`src/rtl/stg_csr_bank.sv`:
```
// ---------------------------------------------------------------------------
// stg_csr_bank
//   CSR bank that sits behind the EX stage and feeds the WB result mux.
//   Supports four atomic ops on NUM_CSR registers of DATA_W bits:
//     RD  (00) : read only
//     WR  (01) : csr = wdata
//     SET (10) : csr = csr | wdata
//     CLR (11) : csr = csr & ~wdata
//   Every accepted op returns the CSR value from before the op, one cycle
//   later. Out-of-range indices and modifies of read-only CSRs are rejected
//   with ow_err and leave the bank untouched.
//
//   Optional feature, enabled by defining the macro CSR_CYCLE_EN:
//     CSR NUM_CSR-2 / NUM_CSR-1 become the low / high halves of a free-running
//     2*DATA_W-bit cycle counter (read-only). Reading the low half latches
//     the high half into a shadow, and reading the high half returns that
//     shadow, so LO-then-HI gives a coherent value. Without the macro both
//     indices are ordinary CSRs governed by RO_MASK.
//
// Ports
//   iw_clk    in   1       clock
//   iw_rst    in   1       synchronous, active-high reset
//   iw_stall  in   1       pipeline stall: nothing accepted, outputs hold
//   iw_flush  in   1       cancel this cycle's request (wins over stall)
//   iw_valid  in   1       request valid
//   iw_op     in   2       op code (RD/WR/SET/CLR)
//   iw_idx    in   IDX_W   CSR index
//   iw_wdata  in   DATA_W  write data / bit mask
//   ow_valid  out  1       response valid, one cycle per accepted request
//   ow_rdata  out  DATA_W  CSR value before the op (0 when out of range)
//   ow_err    out  1       out-of-range index or modify of read-only CSR
// ---------------------------------------------------------------------------
module stg_csr_bank #(
    parameter int                 DATA_W  = 24,
    parameter int                 NUM_CSR = 8,
    parameter int                 IDX_W   = 4,
    parameter logic [NUM_CSR-1:0] RO_MASK = '0
) (
    input  logic              iw_clk,
    input  logic              iw_rst,
    input  logic              iw_stall,
    input  logic              iw_flush,
    input  logic              iw_valid,
    input  logic [1:0]        iw_op,
    input  logic [IDX_W-1:0]  iw_idx,
    input  logic [DATA_W-1:0] iw_wdata,
    output logic              ow_valid,
    output logic [DATA_W-1:0] ow_rdata,
    output logic              ow_err
);

    localparam int SEL_W = (NUM_CSR > 1) ? $clog2(NUM_CSR) : 1;
    localparam logic [IDX_W:0] NUM_CSR_V = NUM_CSR[IDX_W:0];

    typedef enum logic [1:0] {
        OP_RD  = 2'b00,
        OP_WR  = 2'b01,
        OP_SET = 2'b10,
        OP_CLR = 2'b11
    } op_e;

    op_e               op;
    logic [SEL_W-1:0]  sel;
    logic              in_range;
    logic              accept;
    logic              is_mod;
    logic              ro;
    logic              wr_en;
    logic              err_nxt;
    logic [DATA_W-1:0] old_val;
    logic [DATA_W-1:0] new_val;
    logic [DATA_W-1:0] rdata_nxt;

    logic [DATA_W-1:0] csr_q [NUM_CSR];

    assign op       = op_e'(iw_op);
    assign sel      = iw_idx[SEL_W-1:0];
    assign in_range = ({1'b0, iw_idx} < NUM_CSR_V);
    // Flush cancels the request even while stalled.
    assign accept   = iw_valid & ~iw_stall & ~iw_flush;
    assign is_mod   = (op != OP_RD);

`ifdef CSR_CYCLE_EN
    localparam logic [SEL_W-1:0] LO_SEL = SEL_W'(NUM_CSR - 2);
    localparam logic [SEL_W-1:0] HI_SEL = SEL_W'(NUM_CSR - 1);

    logic [2*DATA_W-1:0] cycle_q;
    logic [DATA_W-1:0]   shadow_q;
`endif

    always_comb begin
        // NOTE: every signal gets a default before any branch so the block
        // stays purely combinational and no latch is inferred.
        old_val = csr_q[sel];
        ro      = RO_MASK[sel];
`ifdef CSR_CYCLE_EN
        if (sel == LO_SEL) begin
            old_val = cycle_q[DATA_W-1:0];
            ro      = 1'b1;
        end else if (sel == HI_SEL) begin
            old_val = shadow_q;
            ro      = 1'b1;
        end
`endif
        err_nxt   = ~in_range | (is_mod & ro);
        rdata_nxt = in_range ? old_val : '0;
        wr_en     = accept & in_range & is_mod & ~ro;

        unique case (op)
            OP_WR:   new_val = iw_wdata;
            OP_SET:  new_val = old_val | iw_wdata;
            OP_CLR:  new_val = old_val & ~iw_wdata;
            default: new_val = old_val;
        endcase
    end

    // The CSR update and the response share one edge, so a back-to-back
    // request to the same index naturally reads the updated value.
    always_ff @(posedge iw_clk) begin
        if (iw_rst) begin
            // NOTE: the register array is reset element by element because
            // software expects every CSR to read 0 after reset; a plain RAM
            // would not allow this.
            for (int i = 0; i < NUM_CSR; i++) begin
                csr_q[i] <= '0;
            end
            ow_valid <= 1'b0;
            ow_rdata <= '0;
            ow_err   <= 1'b0;
        end else begin
            // NOTE: state is written with non-blocking assignments so every
            // flop samples pre-edge values regardless of statement order.
            if (wr_en) begin
                csr_q[sel] <= new_val;
            end
            if (iw_flush) begin
                ow_valid <= 1'b0;
            end else if (!iw_stall) begin
                ow_valid <= iw_valid;
                if (iw_valid) begin
                    ow_rdata <= rdata_nxt;
                    ow_err   <= err_nxt;
                end
            end
        end
    end

`ifdef CSR_CYCLE_EN
    // Free-running counter: advances on stall and flush cycles too.
    always_ff @(posedge iw_clk) begin
        if (iw_rst) begin
            cycle_q  <= '0;
            shadow_q <= '0;
        end else begin
            cycle_q <= cycle_q + 1'b1;
            if (accept && in_range && (op == OP_RD) && (sel == LO_SEL)) begin
                shadow_q <= cycle_q[2*DATA_W-1:DATA_W];
            end
        end
    end
`endif

endmodule

```
`config.mk`:
```
export PLATFORM = sky130hd
export DESIGN_NAME = stg_csr_bank
export DESIGN_NICKNAME = d
export VERILOG_FILES = /design/src/rtl/stg_csr_bank.sv
export SDC_FILE = /design/constraint.sdc
export NUM_CORES = 1
export LEC_CHECK = 0
export CORE_MARGIN = 3
export CORE_UTILIZATION = 50
export CTS_CLUSTER_SIZE = 24
export DETAILED_ROUTE_END_ITERATION = 10
export DONT_BUFFER_PORTS = 1
export PLACE_DENSITY = 0.77
export SLEW_MARGIN = 40
export SYNTH_ARGS = -nofsm -noshare
export SYNTH_HDL_FRONTEND = slang
export SYNTH_SLANG_ARGS = --single-unit
```
`constraint.sdc`:
```
create_clock -name iw_clk -period 2.6 [get_ports iw_clk]
set_input_delay 0.52 -clock iw_clk [delete_from_list [all_inputs] [get_ports iw_clk]]
set_output_delay 0.52 -clock iw_clk [all_outputs]
set_load 0.1 [all_outputs]
```
==> impl_metrics.tcl <==
set metrics [dict create \
    yosys_register_bits 218 \
    relSlewSlack 0.464 \
    fin_util 0.588 \
    fin_tns_setup_ps 0 \
    setup_ws_ps 695 \
    portBuffers 0 \
    endpoint_kind "flip-flop" \
    ys_warn_count 0 \
    drtAntennaViolNets 0 \
    clkPwrFrac 0.434 \
    critPathSlowestCell "or4b_4" \
    track_usage 0.235 \
    switching_share 0.224 \
    path_class "primary input to flip-flop" \
    numCtsBuffers 24 \
    wl_per_cell_um 23.5 \
    crit_family "simple AND/OR/NAND/NOR gates" \
    area_delta_synth_final_pct 14.7 \
    ctsHoldBuffers 0 \
    cts_setup_buffers 0 \
    hold_path.class "primary input to flip-flop" \
    overflow 0 \
    synth_edf_count 192 \
    syn_nets 799 \
    cts_root_buffer "clkbuf_16" \
    fmax_ghz 0.525 \
    grt_antenna_before_repair 0 \
    p_seq_frac 0.489 \
    via_per_inst 6.36 \
    syn_area_mm2 0.00965 \
    p_comb_frac 0.076 \
    async_reset_ff_frac 0 \
    period_share 0.733 \
    switchingPower_uw 1810 \
    cts_tree "yes" \
    final-hold-violation-count 0 \
    setup_violations 0 \
    htreeDepth 1 \
    multiInputGateArea_mm2 0.00314 \
    vias 6859 \
    ir_drop_uv 566 \
    dpl_worst_slack_ps 188 \
    layout_common_cells "a21oi_1, edfxtp_1, mux2i_1" \
    drt_iter0_drc 735 \
    grt_pass1_vias 6743 \
    start_util 0.513 \
    antenna_cells 0 \
    start_kind "primary input" \
    rows 50 \
    worstPathRequired_ps 2810 \
    clock_skew_ps 8.66 \
    crit_chain "or4b_4 > nor4b_4 > nand2_2 > nand2b_1 > buf_4" \
    dieArea_mm2 0.0210 \
    grt_pass1_wl_um 38800 \
    clock-sinks 218 \
    power_density_mw_per_mm2 728 \
    p_leak_uw 0.00401 \
    seq_area_mm2 0.00629 \
    critPathMaxStageDelay_ps 560 \
    clockBufferDepth 3 \
    internal_power_uw 6250 \
    dpl.hpwl_um 15100 \
    nets 836 \
    clk_latency_ps 510 \
    routed_wl_um 25300 \
    synthCells 764 \
    core-area_mm2 0.0188 \
    maxCapViolCount 0 \
    drt_first_pass_iters 5 \
    clk_transition_reported_paths_ps 60 \
    ys_seq_area_frac 0.651 \
    drc_errors 0 \
    avgSynthCellArea_um2 12.6 \
    crit_buf_inv 1 \
    tightest_slew_ps 804 \
    layout-drive-gt1-share 0.144 \
    io_pins 61 \
    die_h_um 145 \
    gp_congestion 0.845 \
    rsz0062_at_grt "false" \
    cts_resized 0 \
    slew_violations 0 \
    grt_max_degree 102 \
    path_max_fanout 8 \
    outcome "finished clean" \
    period_needed_ps 1900 \
    die_x_um 145 \
    fill_cells 1485 \
    final_common_cell "a21oi_1" \
    synth_top_flop_cell "edfxtp_1" \
    worstPathArrival_ps 2120 \
    yosys.cell_types.count 26 \
]
cell type report:
class	count	area share
well taps	260	0.0294
clock inverters	17	0.0163
flip-flops and latches	218	0.568
multi-input cells	494	0.284
repair buffers	63	0.0450
clock buffers	27	0.0581
worst reg2reg max path: cells and delay by family, from the launching register on:
kind | cells | cell delay [ps]
compound gates | 3 | 840
mux | 1 | 250
flops | 1 | 390
power by group through the flow:
stage	clock, uW	sequential, uW	combinational [uW]
CTS	3510	3940	610
global placement	0	4010	596
global route	3670	3950	659
detailed placement	0	4020	606
floorplan	0	4060	403
finish	3500	3940	616
flip-flops by register name, indices dropped and copies added, names as in the netlist:
register	flops
csr_q	192
ow_err	1
ow_rdata	24
ow_valid	1
path summary, 6_finish.rpt:
kind                startpoint  slack, ps  depth (start not counted)           end
setup / recovery      iw_stall        700                          5  csr_q[3][23]
setup reg to reg  csr_q[3][12]        850                          4  csr_q[2][12]
hold reg to reg   ow_rdata[21]        460                          1  ow_rdata[21]
hold / removal          iw_rst         80                          1        ow_err
per-stage QoR:
stage / hold WS (ps) / std cells / instance area [um2] / power (uW)
global route: 66.8 / 1079 / 11100 / 8280
finish: 75.5 / 1079 / 11100 / 8060
detailed placement: 449 / 1035 / 10300 / 4620
CTS: 64.3 / 1079 / 11100 / 8070
global placement: 445 / 1035 / 10300 / 4610
floorplan: 598 / 764 / 9660 / 4460
cell families (layout without fill, tap and decap cells):
kind of cell | after synthesis | in the layout | share of synthesized area
AOI/OAI and AO/OA | 315 | 315 | 0.181
xor gates and xnor gates | 1 | 1 | 0.000907
buffers and inverters | 52 | 107 | 0.0248
DFF | 218 | 218 | 0.651
muxes | 96 | 96 | 0.0995
and+or+nand+nor | 82 | 82 | 0.0426
cell usage after synthesis, types with 2 or more instances:
| library cell | number | area [um2] |
|---|---|---|
| nor2b_1 | 3 | 18.8 |
| a21oi_2 | 5 | 43.8 |
| nand2_1 | 30 | 113 |
| nand2_2 | 3 | 18.8 |
| a21oi_1 | 212 | 1060 |
| buf_2 | 23 | 115 |
| dfxtp_1 | 26 | 521 |
| nand2b_1 | 10 | 62.6 |
| nor2_1 | 28 | 105 |
| o22ai_1 | 48 | 300 |
| o2bb2ai_1 | 24 | 210 |
| clkbuf_1 | 27 | 101 |
| mux2i_1 | 96 | 961 |
| or2_2 | 2 | 12.5 |
| buf_6 | 2 | 22.5 |
| edfxtp_1 | 192 | 5770 |
| o21ai_1 | 24 | 120 |
layer usage:
metal,GRT usage,wire length [um]
met1,0.310,9560
met2,0.385,12200
met3,0.0478,2550
met4,0.0926,989
met5,0,0
Note: power is estimated with default switching activity, not from simulation.
